**src/rtl/elevator_pkg.sv**
```systemverilog
`default_nettype none
// ============================================================================
//  Module      : elevator_pkg
//  Description : Shared state encodings, sweep-direction constants and
//                request-vector search helpers for the elevator controller.
//  Revision    : 1.0 - initial release
// ============================================================================
package elevator_pkg;

    // Widest request vector the helpers accept (upper bound on floors)
    localparam int MAX_FLOORS = 32;

    // Controller state encoding
    typedef logic [2:0] state_t;
    localparam state_t ST_IDLE      = 3'd0;
    localparam state_t ST_MOVE_UP   = 3'd1;
    localparam state_t ST_MOVE_DOWN = 3'd2;
    localparam state_t ST_STOP      = 3'd3;
    localparam state_t ST_DOOR_OPEN = 3'd4;
    localparam state_t ST_OFF       = 3'd5;

    // Sweep direction values
    localparam logic DIR_UP   = 1'b1;
    localparam logic DIR_DOWN = 1'b0;

    // True when any request bit sits strictly above floor pos
    function automatic logic any_above(input logic [MAX_FLOORS-1:0] vec,
                                       input logic [31:0]           pos);
        logic hit;
        hit = 1'b0;
        for (int i = 0; i < MAX_FLOORS; i++) begin
            if ((32'(i) > pos) && vec[i]) hit = 1'b1;
        end
        return hit;
    endfunction

    // True when any request bit sits strictly below floor pos
    function automatic logic any_below(input logic [MAX_FLOORS-1:0] vec,
                                       input logic [31:0]           pos);
        logic hit;
        hit = 1'b0;
        for (int i = 0; i < MAX_FLOORS; i++) begin
            if ((32'(i) < pos) && vec[i]) hit = 1'b1;
        end
        return hit;
    endfunction

endpackage
`default_nettype wire

```
**src/rtl/elevator_climate_ctrl.sv**
```systemverilog
`default_nettype none
// ============================================================================
//  Module      : elevator_climate_ctrl
//  Description : Cabin cooler/heater hysteresis comparators. Registered
//                outputs, forced off while disabled; cooler has priority if
//                the thresholds overlap.
//  Revision    : 1.0 - initial release
// ============================================================================
module elevator_climate_ctrl #(
    parameter int TEMP_W    = 32,
    parameter int TEMP_LOW  = 18,
    parameter int TEMP_HIGH = 26,
    parameter int HYST      = 2
) (
    input  logic                     clock,
    input  logic                     reset,
    input  logic                     enable,
    input  logic signed [TEMP_W-1:0] temp,
    output logic                     cooler,
    output logic                     heater
);

    localparam logic signed [TEMP_W-1:0] c_cool_on  = TEMP_W'(TEMP_HIGH);
    localparam logic signed [TEMP_W-1:0] c_cool_off = TEMP_W'(TEMP_HIGH - HYST);
    localparam logic signed [TEMP_W-1:0] c_heat_on  = TEMP_W'(TEMP_LOW);
    localparam logic signed [TEMP_W-1:0] c_heat_off = TEMP_W'(TEMP_LOW + HYST);

    logic r_cooler;
    logic r_heater;
    logic w_cool_nxt;
    logic w_heat_nxt;

    // Hysteresis decisions; between thresholds each output holds its value
    always_comb begin
        w_cool_nxt = r_cooler;
        w_heat_nxt = r_heater;
        if (temp > c_cool_on) begin
            w_cool_nxt = 1'b1;
        end else if (temp <= c_cool_off) begin
            w_cool_nxt = 1'b0;
        end
        if (temp < c_heat_on) begin
            w_heat_nxt = 1'b1;
        end else if (temp >= c_heat_off) begin
            w_heat_nxt = 1'b0;
        end
        if (w_cool_nxt) w_heat_nxt = 1'b0;
        if (!enable) begin
            w_cool_nxt = 1'b0;
            w_heat_nxt = 1'b0;
        end
    end

    // Output registers
    always_ff @(posedge clock or negedge reset) begin
        if (!reset) begin
            r_cooler <= 1'b0;
            r_heater <= 1'b0;
        end else begin
            r_cooler <= w_cool_nxt;
            r_heater <= w_heat_nxt;
        end
    end

    assign cooler = r_cooler;
    assign heater = r_heater;

endmodule
`default_nettype wire

```
**src/rtl/elevator_multi_ctrl.sv**
```systemverilog
`default_nettype none
// ============================================================================
//  Module      : elevator_multi_ctrl
//  Description : SCAN-scheduled elevator controller with latched cabin/hall
//                requests, timed door, draining off mode and cabin climate.
//  Revision    : 1.0 - initial release
// ============================================================================
module elevator_multi_ctrl
    import elevator_pkg::*;
#(
    parameter int NUM_FLOORS  = 8,
    parameter int FLOOR_W     = $clog2(NUM_FLOORS),
    parameter int DOOR_CYCLES = 16,
    parameter int TEMP_W      = 32,
    parameter int TEMP_HIGH   = 26,
    parameter int TEMP_LOW    = 18,
    parameter int HYST        = 2
) (
    input  logic                     clock,
    input  logic                     reset,
    input  logic                     off_btn,
    input  logic [FLOOR_W-1:0]       position,
    input  logic [NUM_FLOORS-1:0]    cabin_press,
    input  logic [NUM_FLOORS-1:0]    call_up,
    input  logic [NUM_FLOORS-1:0]    call_down,
    input  logic signed [TEMP_W-1:0] temp,
    output logic                     door,
    output logic                     motor_up,
    output logic                     motor_down,
    output logic                     cooler,
    output logic                     heater,
    output logic [NUM_FLOORS-1:0]    pending,
    output logic                     dir_up
);

    localparam int                    c_timer_w   = $clog2(DOOR_CYCLES + 1);
    localparam logic [c_timer_w-1:0]  c_door_load = c_timer_w'(DOOR_CYCLES);
    localparam logic [c_timer_w-1:0]  c_timer_one = c_timer_w'(1);
    localparam logic [31:0]           c_floor_cnt = 32'(NUM_FLOORS);
    localparam logic [31:0]           c_top_floor = 32'(NUM_FLOORS - 1);
    localparam logic [NUM_FLOORS-1:0] c_one       = {{(NUM_FLOORS-1){1'b0}}, 1'b1};

    state_t                  r_state;
    state_t                  w_state_nxt;
    state_t                  w_idle_state;
    logic                    r_dir_up;
    logic                    w_dir_nxt;
    logic                    w_idle_dir;
    logic [NUM_FLOORS-1:0]   r_req_cab;
    logic [NUM_FLOORS-1:0]   r_req_up;
    logic [NUM_FLOORS-1:0]   r_req_dn;
    logic [NUM_FLOORS-1:0]   w_req_cab_nxt;
    logic [NUM_FLOORS-1:0]   w_req_up_nxt;
    logic [NUM_FLOORS-1:0]   w_req_dn_nxt;
    logic [NUM_FLOORS-1:0]   w_press_all;
    logic [NUM_FLOORS-1:0]   w_req_eff;
    logic [NUM_FLOORS-1:0]   w_pos_bit;
    logic [NUM_FLOORS-1:0]   w_clr_mask;
    logic [c_timer_w-1:0]    r_timer;
    logic                    r_shutdown;
    logic                    r_fault;
    logic [FLOOR_W-1:0]      r_off_pos;
    logic                    r_door;
    logic                    r_motor_up;
    logic                    r_motor_down;
    logic                    r_dir_out;
    logic [NUM_FLOORS-1:0]   r_pending;
    logic [31:0]             w_pos_ext;
    logic                    w_pos_valid;
    logic                    w_press_en;
    logic                    w_flush;
    logic                    w_at_pos;
    logic                    w_above;
    logic                    w_below;
    logic                    w_door_press;
    logic                    w_moving;
    logic                    w_climate_en;

    // Floor decode and request views; an out-of-range floor matches nothing
    assign w_pos_ext    = 32'(position);
    assign w_pos_valid  = (w_pos_ext < c_floor_cnt);
    assign w_pos_bit    = w_pos_valid ? (c_one << position) : '0;
    assign w_press_en   = !off_btn && (r_state != ST_OFF);
    assign w_flush      = off_btn || (r_state == ST_OFF);
    assign w_press_all  = cabin_press | call_up | call_down;
    // Decisions see this cycle's presses too, so a press acts on the next edge
    assign w_req_eff    = w_press_en ? (r_req_cab | r_req_up | r_req_dn | w_press_all) : '0;
    assign w_at_pos     = |(w_req_eff & w_pos_bit);
    assign w_above      = w_pos_valid && any_above(MAX_FLOORS'(w_req_eff), w_pos_ext);
    assign w_below      = w_pos_valid && any_below(MAX_FLOORS'(w_req_eff), w_pos_ext);
    assign w_door_press = w_press_en && |(w_press_all & w_pos_bit);
    assign w_moving     = (r_state == ST_MOVE_UP) || (r_state == ST_MOVE_DOWN);
    assign w_climate_en = (w_state_nxt != ST_OFF);

    // Idle dispatch: serve here, else keep sweeping in dir_up when possible
    always_comb begin
        w_idle_state = ST_IDLE;
        w_idle_dir   = r_dir_up;
        if (w_at_pos) begin
            w_idle_state = ST_DOOR_OPEN;
        end else if (w_above && (r_dir_up || !w_below)) begin
            w_idle_state = ST_MOVE_UP;
            w_idle_dir   = DIR_UP;
        end else if (w_below) begin
            w_idle_state = ST_MOVE_DOWN;
            w_idle_dir   = DIR_DOWN;
        end
    end

    // Next-state logic
    always_comb begin
        w_state_nxt = r_state;
        w_dir_nxt   = r_dir_up;
        case (r_state)
            ST_IDLE: begin
                if (off_btn) begin
                    w_state_nxt = ST_OFF;
                end else begin
                    w_state_nxt = w_idle_state;
                    w_dir_nxt   = w_idle_dir;
                end
            end
            ST_MOVE_UP: begin
                if (!w_pos_valid || w_at_pos || (w_pos_ext == c_top_floor) ||
                    (r_shutdown && (position != r_off_pos))) begin
                    w_state_nxt = ST_STOP;
                end
            end
            ST_MOVE_DOWN: begin
                if (!w_pos_valid || w_at_pos || (w_pos_ext == 32'd0) ||
                    (r_shutdown && (position != r_off_pos))) begin
                    w_state_nxt = ST_STOP;
                end
            end
            ST_STOP: begin
                w_state_nxt = r_fault ? ST_IDLE : ST_DOOR_OPEN;
            end
            ST_DOOR_OPEN: begin
                if (!w_door_press && (r_timer <= c_timer_one)) begin
                    if (off_btn || r_shutdown) begin
                        w_state_nxt = ST_OFF;
                    end else begin
                        w_state_nxt = w_idle_state;
                        w_dir_nxt   = w_idle_dir;
                    end
                end
            end
            ST_OFF: begin
                if (!off_btn) w_state_nxt = ST_IDLE;
            end
            default: begin
                w_state_nxt = ST_IDLE;
            end
        endcase
    end

    // Requests at the door floor are dropped on entry and while the door is open
    assign w_clr_mask    = ((w_state_nxt == ST_DOOR_OPEN) || (r_state == ST_DOOR_OPEN)) ?
                           w_pos_bit : '0;
    assign w_req_cab_nxt = w_flush ? '0 : ((r_req_cab | cabin_press) & ~w_clr_mask);
    assign w_req_up_nxt  = w_flush ? '0 : ((r_req_up  | call_up)     & ~w_clr_mask);
    assign w_req_dn_nxt  = w_flush ? '0 : ((r_req_dn  | call_down)   & ~w_clr_mask);

    // State, request latches and registered outputs
    always_ff @(posedge clock or negedge reset) begin
        if (!reset) begin
            r_state      <= ST_IDLE;
            r_dir_up     <= DIR_UP;
            r_dir_out    <= DIR_UP;
            r_req_cab    <= '0;
            r_req_up     <= '0;
            r_req_dn     <= '0;
            r_pending    <= '0;
            r_door       <= 1'b0;
            r_motor_up   <= 1'b0;
            r_motor_down <= 1'b0;
        end else begin
            r_state      <= w_state_nxt;
            r_dir_up     <= w_dir_nxt;
            r_dir_out    <= w_dir_nxt && (w_state_nxt != ST_OFF);
            r_req_cab    <= w_req_cab_nxt;
            r_req_up     <= w_req_up_nxt;
            r_req_dn     <= w_req_dn_nxt;
            r_pending    <= w_req_cab_nxt | w_req_up_nxt | w_req_dn_nxt;
            r_door       <= (w_state_nxt == ST_DOOR_OPEN);
            r_motor_up   <= (w_state_nxt == ST_MOVE_UP);
            r_motor_down <= (w_state_nxt == ST_MOVE_DOWN);
        end
    end

    // Door timer, shutdown drain tracking and bad-position fault flag
    always_ff @(posedge clock or negedge reset) begin
        if (!reset) begin
            r_timer    <= '0;
            r_shutdown <= 1'b0;
            r_off_pos  <= '0;
            r_fault    <= 1'b0;
        end else begin
            if ((w_state_nxt == ST_DOOR_OPEN) &&
                ((r_state != ST_DOOR_OPEN) || w_door_press)) begin
                r_timer <= c_door_load;
            end else if ((r_state == ST_DOOR_OPEN) && (r_timer != '0)) begin
                r_timer <= r_timer - c_timer_one;
            end

            if ((w_state_nxt == ST_OFF) || (w_state_nxt == ST_IDLE)) begin
                r_shutdown <= 1'b0;
            end else if (w_moving && off_btn && !r_shutdown) begin
                r_shutdown <= 1'b1;
                r_off_pos  <= position;
            end

            if (w_moving && !w_pos_valid) begin
                r_fault <= 1'b1;
            end else if (r_state == ST_STOP) begin
                r_fault <= 1'b0;
            end
        end
    end

    elevator_climate_ctrl #(
        .TEMP_W    (TEMP_W),
        .TEMP_LOW  (TEMP_LOW),
        .TEMP_HIGH (TEMP_HIGH),
        .HYST      (HYST)
    ) u_climate (
        .clock  (clock),
        .reset  (reset),
        .enable (w_climate_en),
        .temp   (temp),
        .cooler (cooler),
        .heater (heater)
    );

    assign door       = r_door;
    assign motor_up   = r_motor_up;
    assign motor_down = r_motor_down;
    assign pending    = r_pending;
    assign dir_up     = r_dir_out;

endmodule
`default_nettype wire

```
**config.mk**
```make
export PLATFORM = sky130hd
export DESIGN_NAME = elevator_multi_ctrl
export DESIGN_NICKNAME = d
export VERILOG_FILES = /design/src/rtl/elevator_pkg.sv /design/src/rtl/elevator_climate_ctrl.sv /design/src/rtl/elevator_multi_ctrl.sv
export SDC_FILE = /design/constraint.sdc
export NUM_CORES = 1
export LEC_CHECK = 0
export CORE_ASPECT_RATIO = 1.25
export CORE_UTILIZATION = 25
export CTS_BUF_LIST = sky130_fd_sc_hd__clkbuf_4 sky130_fd_sc_hd__clkbuf_8
export CTS_CLUSTER_SIZE = 10
export DETAILED_ROUTE_END_ITERATION = 8
export GPL_TIMING_DRIVEN = 0
export SLEW_MARGIN = 20
export SYNTH_ARGS = -nofsm -noshare
export SYNTH_HDL_FRONTEND = slang
export SYNTH_SLANG_ARGS = --single-unit
export TNS_END_PERCENT = 50
```
**constraint.sdc**
```tcl
create_clock -name clock -period 2.95 [get_ports clock]
set_input_delay 0.885 -clock clock [delete_from_list [all_inputs] [get_ports clock]]
set_output_delay 0.885 -clock clock [all_outputs]
set_load 0.05 [all_outputs]
```
==> results.yml, run 1 <==
cells_and_area:
  nets: 491
  antenna_cells: 0
  fillers: 1045
  drive_gt1_frac: 0.318
  utilization: 0.415
  area_growth_pct: 59.7
pwr:
  fin_total_pwr_mw: 3.11
  p_per_area_mw_per_mm2: 702
  peakVddDrop_mv: 0.292
  p_leak_nw: 1.84
setup_path:
  arrival_ps: 3120
  worst_setup_path_start_kind: "primary input"
  timing.rr.start: "r_req_dn[6]$_DFF_PN0_"
  cp_max_fo: 4
  endpoint_kind: "register"
  crit_path_start: "call_up[6]"
  critPathKind: "in -> reg"
  r2r_cells: 9
  required_ps: 3150
cts:
  cts_root_buffer: "clkbuf_8"
  clkSinkCount: 51
  htree_num_levels: 2
  clockBufferDepth: 2
  cts_made_buffers: 5
  path_clk_slew_ps: 90
  clk_latency_ps: 310
  cts_tree: "built"
yosys:
  yosys_warnings: 0
  synth_adder_area_share: 0.0126
  ys_seq_area_frac: 0.461
  synthSimpleGateAreaFrac: 0.274
  synth_top_family_by_area: "simple AND/OR/NAND/NOR gates"
  ys_ff_latch: 51
  muxShareOfSynthArea: 0.0122
  ys_async_sr_fraction: 1.00
  synth_nets: 373
  syn_area_per_cell_um2: 8.97
  synthTopCellsByCount: "50 x nor2_1, 49 x dfrtp_1, 26 x a21oi_1"
  synthXorXnorAreaFrac: 0.0190
  synth_cells: 309
  yosysMostFrequentCell: "nor2_1"
  synth_area_leaders: "dfrtp_1 44%, nor2_1 6.8%, a21oi_1 4.7%, o21ai_0 4.2%, nor3_1 4.0%"
  synth_flop_cell: "dfrtp_1"
  synth_cell_types: 54
  synth_edf_count: 0
  synth_top_area_cell: "dfrtp_1"
  synthDominantCellAreaShare: 0.442
  mappedNetlistArea_mm2: 0.00277
  synth-compound-area-share: 0.196
sta:
  drv_slew: 0
  worst_pin_slew_ps: 1020
  hold_ws_ps: 527
  layout_setup_ws_ps: 32.3
  max_clock_freq_mhz: 343
  finalHoldViolCount: 0
  fin_skew_ps: 8.88
  relSlewSlack: 0.320
  setup_viol: 0
  post-route-period-util: 0.989
  period_minus_slack_ps: 2920
  rsz0062_at_grt: "true"
  tns_ps: 0
drt:
  via_per_inst: 5.20
  drc_errors: 0
  routed-via-count: 2914
  avgRoutedWirePerCell_um: 15.9
  drt-total-wl_mm: 8.92
  ant_nets: 0
  dr.pass1.iters: 5
  dr.first_iter.drc_count: 84
global_route:
  overflow: 0
  grtUsageMet3: 0.0349
  global_route.usage.met2: 0.284
  busiest_layer: "met2"
  grt_pass1_vias: 3069
  grt_max_degree: 52
  grt_pass1_wl_mm: 14.3
  grt_usage: 0.162
  antenna_found_initial: 0
  met1_usage: 0.180
die:
  io_pins: 76
  dieArea_mm2: 0.0115
  coreArea_mm2: 0.0107
  num_rows: 42
  die-width_um: 96.2
  die_h_um: 120
  initial_core_util: 0.260
job:
  drv_cap: 0
placement:
  dp_hpwl_mm: 6.01
  pre_cts_slack_ps: -1100
  place.gp.congestion: 0.885
  io_buffers: 75
min_path:
  worstHoldStart: "r_dir_up$_DFF_PN1_"
  min_path_cells: 2
  hold_class: "reg -> reg"
run_status:
  outcome: "finished, final reports clean"
==> final timing paths <==
check	end	slack, ps
worst max-delay path	r_shutdown$_DFFE_PN0P_	30
max in group asynchronous	r_req_up[0]$_DFF_PN0_	1920
worst min-delay path	r_dir_up$_DFF_PN1_	530
min in group asynchronous	r_req_dn[2]$_DFF_PN0_	600
worst max register to register	r_shutdown$_DFFE_PN0P_	220
worst min register to register	r_dir_up$_DFF_PN1_	530
==> timing repair <==
item / in CTS / in global routing
cloned: 1 / 0
hold endpoints to repair: 0 / 0
gates resized for setup: 119 / 50
setup buffers: 31 / 4
hold buffers: 0 / 0
endpoints found under the setup margin: 48 / 45
pin swaps: 33 / 31
==> flip-flops by register name (all words and copies together), names as in the netlist, 3 cells and up <==
register	count
r_off_pos	3
pending	8
r_req_cab	8
r_timer	5
r_req_up	8
r_req_dn	8
r_state	3
==> layout make-up <==
cell class	count	area [µm²]	area share
Tap cell	132	165	0.0373
Clock buffer	6	82.6	0.0186
Multi-Input combinational cell	241	1790	0.404
Sequential cell	51	1280	0.289
Buffer	9	73.8	0.0167
Inverter	8	30.0	0.00678
Timing Repair Buffer	111	973	0.220
Clock inverter	2	35.0	0.00791
==> where the power goes <==
group | switching [mW] | total [mW] | internal, mW
Sequential | 0.154 | 1.05 | 0.893
Clock | 0.236 | 0.511 | 0.275
Combinational | 0.918 | 1.55 | 0.632
Total | 1.31 | 3.11 | 1.80
==> per-layer routing <==
metal,share of wire,wire (µm)
met3,0.056,499
met4,0.033,290
met5,0,0
met2,0.52,4640
met1,0.39,3490
==> stage by stage <==
step	std cells	instance area [µm²]
after global placement	516	3720
after floorplan	309	2810
after CTS	556	4320
final	560	4430
after global routing	560	4430
after detailed placement	516	3720
==> layout by cell type (no fill, tap or decap), types with 4 or more instances in the layout <==
cell,netlist,final
a21oi_1,26,10
a21oi_2,0,9
a21oi_4,0,7
and2_1,4,4
buf_2,1,5
buf_4,1,34
buf_6,0,7
clkbuf_2,0,8
clkbuf_8,0,6
clkdlybuf4s50_1,0,46
dfrtp_1,49,49
dlygate4sd2_1,0,8
inv_1,8,6
nand2_1,20,20
nand3_1,5,4
nand3b_1,4,4
nor2_1,50,39
nor2_2,0,5
nor2_4,0,6
nor2b_1,5,4
nor3_1,22,12
nor3_2,0,9
nor4_1,12,9
nor4_4,2,7
o21ai_0,23,23
xor2_1,5,5
==> logic make-up after synthesis <==
group                      Yosys count
muxes                                3
and+or+nand+nor                    142
DFF                                 51
AOI/OAI and AO/OA                   87
xor gates and xnor gates             6
buffers and inverters               17
adders and majority gates            3
==> critical path, stage by stage <==
cell and delay, ps:
dlygate4sd2_1 280, nor2_4 120, a21oi_2 70, or4_4 600, nor3_4 220, a21oi_4 100
o31ai_4 310, buf_6 160, inv_2 30, o32a_1 330
Note: power is estimated with default switching activity, not from simulation.
==> run 2, diff against run 1 <==
- PLACE_DENSITY: default -> 0.48
==> run 2 against run 1 <==
Against the previous run: die area is the same; flip-flop and latch count stayed put; routed wire length up 0.92%; global-route usage fell by 0.11 points; setup slack got worse by 30 ps; clock power is 12% lower; power down 0.31%; first-iteration DRC count increased by 51%; design area rose by 1.4%; critical endpoint unchanged; largest cell class unchanged; largest power group unchanged.
==> results.yml, run 2 (synthesis results as in run 1) <==
placement:
  place.gp.congestion: 0.850
  io_buffers: 75
  pre_cts_slack_ps: -1100
  dp_hpwl_mm: 6.25
cts:
  ctsHoldBuffers: 0
  clkSinkCount: 51
  clk_latency_ps: 300
  cts_tree: "built"
  clockBufferDepth: 2
  path_clk_slew_ps: 90
  htree_num_levels: 2
  cts_root_buffer: "clkbuf_8"
  cts_made_buffers: 5
die:
  io_pins: 76
  initial_core_util: 0.260
  dieArea_mm2: 0.0115
  coreArea_mm2: 0.0107
  num_rows: 42
  die-width_um: 96.2
  die_h_um: 120
drt:
  dr.first_iter.drc_count: 127
  drc_errors: 0
  dr.pass1.iters: 4
  ant_nets: 0
  via_per_inst: 5.08
  avgRoutedWirePerCell_um: 16.0
  drt-total-wl_mm: 9.00
  routed-via-count: 2855
setup_path:
  timing.rr.start: "r_req_dn[0]$_DFF_PN0_"
  r2r_cells: 10
  rrSetupSlack_ps: 210
  cp_max_fo: 5
  worst_setup_path_start_kind: "primary input"
  required_ps: 3140
  critPathKind: "in -> reg"
  endpoint_kind: "register"
  arrival_ps: 3140
  timing.rr.end: "r_shutdown$_DFFE_PN0P_"
cells_and_area:
  most-common-layout-cells: "49 x dfrtp_1, 46 x clkdlybuf4s50_1, 38 x nor2_1, 38 x buf_4, 23 x o21ai_0"
  antenna_cells: 0
  nets: 493
  fillers: 1064
  area_growth_pct: 62.0
  seq_area_mm2: 0.00128
  final_common_cell: "dfrtp_1"
  drive_gt1_frac: 0.328
  multi_input_area_mm2: 0.00186
global_route:
  antenna_found_initial: 0
  global_route.usage.met2: 0.281
  overflow: 0
  grt_pass1_wl_mm: 14.3
  grt_max_degree: 52
  grtUsageMet3: 0.0272
  met1_usage: 0.190
  busiest_layer: "met2"
  grt_usage: 0.161
  grt_pass1_vias: 2997
sta:
  relSlewSlack: 0.519
  layout_setup_ws_ps: 2.58
  fin_skew_ps: 5.60
  finalHoldViolCount: 0
  period_minus_slack_ps: 2950
  worst_pin_slew_ps: 716
  drv_slew: 0
  setup_viol: 0
  post-route-period-util: 0.999
  max_clock_freq_mhz: 339
  rsz0062_at_grt: "true"
job:
  drv_cap: 0
min_path:
  hold_end: "r_off_pos[0]$_DFFE_PN0P_"
  hold_class: "reg -> reg"
  worstHoldStart: "r_off_pos[0]$_DFFE_PN0P_"
  min_path_cells: 1
pwr:
  peakVddDrop_mv: 0.255
  fin_total_pwr_mw: 3.10
  p_per_area_mw_per_mm2: 690
  p_leak_nw: 1.84
run_status:
  outcome: "finished, final reports clean"
## run 2: changes by cell type in the layout (fill, tap and decap cells not counted), sizes merged
cell / previous run / this run
clkbuf: 18 / 16
dlymetal6s2s: 2 / 1
clkinv: 1 / 0
buf: 50 / 52
bufinv: 1 / 0
dlygate4sd2: 8 / 13
## run 2: final cells by class
class / instances / share of cell area
buffer: 9 / 0.0167
clock buffer: 8 / 0.0231
inverter: 8 / 0.00669
multi-input combinational: 241 / 0.414
sequential: 51 / 0.285
tap: 132 / 0.0368
timing repair buffer: 113 / 0.218
## run 2: what timing repair did
| action | 4_1_cts | 5_1_grt |
|---|---|---|
| endpoints found under the setup margin | 48 | 44 |
| gates resized for setup | 130 | 33 |
| pin swaps | 37 | 20 |
| buffers inserted | 36 | 2 |
| cloned | 1 | 0 |
## run 2: per-layer routing
| metal | share of wire | vias up | routed length (µm) |
|---|---|---|---|
| met5 | 0 | - | 0 |
| met4 | 0.032 | 0 | 291 |
| met3 | 0.055 | 25 | 499 |
| met2 | 0.51 | 116 | 4590 |
| met1 | 0.40 | 1339 | 3630 |
| li1 | - | 1375 | - |
## run 2: critical path, stage by stage
cell and delay, ps:
buf_8 100, nor4_4 310, a21oi_2 100, or4_4 580, buf_6 150, a211oi_4 220
o221ai_2 150, o31ai_2 90, buf_4 180, inv_2 40, o32a_1 320
## run 2: worst max-delay path by stage
stage              startpoint                endpoint  cells after the start
3_3_place_gp      position[0]    pending[4]$_DFF_PN0_                     11
2_1_floorplan  cabin_press[1]  r_shutdown$_DFFE_PN0P_                      8
4_1_cts           position[0]  r_req_cab[3]$_DFF_PN0_                     11
5_1_grt        cabin_press[1]  r_shutdown$_DFFE_PN0P_                     11
6_report       cabin_press[1]  r_shutdown$_DFFE_PN0P_                     11
3_5_place_dp      position[0]    pending[4]$_DFF_PN0_                     11
## run 2: stage by stage
stage,cells,utilization,cell area (µm²),hold WS (ps),setup TNS (ps)
2_1_floorplan,309,-,2810,482,0
3_3_place_gp,516,0.349,3720,509,-77720
3_5_place_dp,516,0.349,3720,517,-46200
4_1_cts,561,0.414,4420,538,0
5_1_grt,562,0.421,4490,562,-297
6_report,562,0.421,4490,536,0
## run 2: where the power goes
group,switching (mW),internal (mW),leakage (nW)
Sequential,0.157,0.894,0.636
Combinational,0.952,0.646,1.15
Clock,0.227,0.224,0.0549
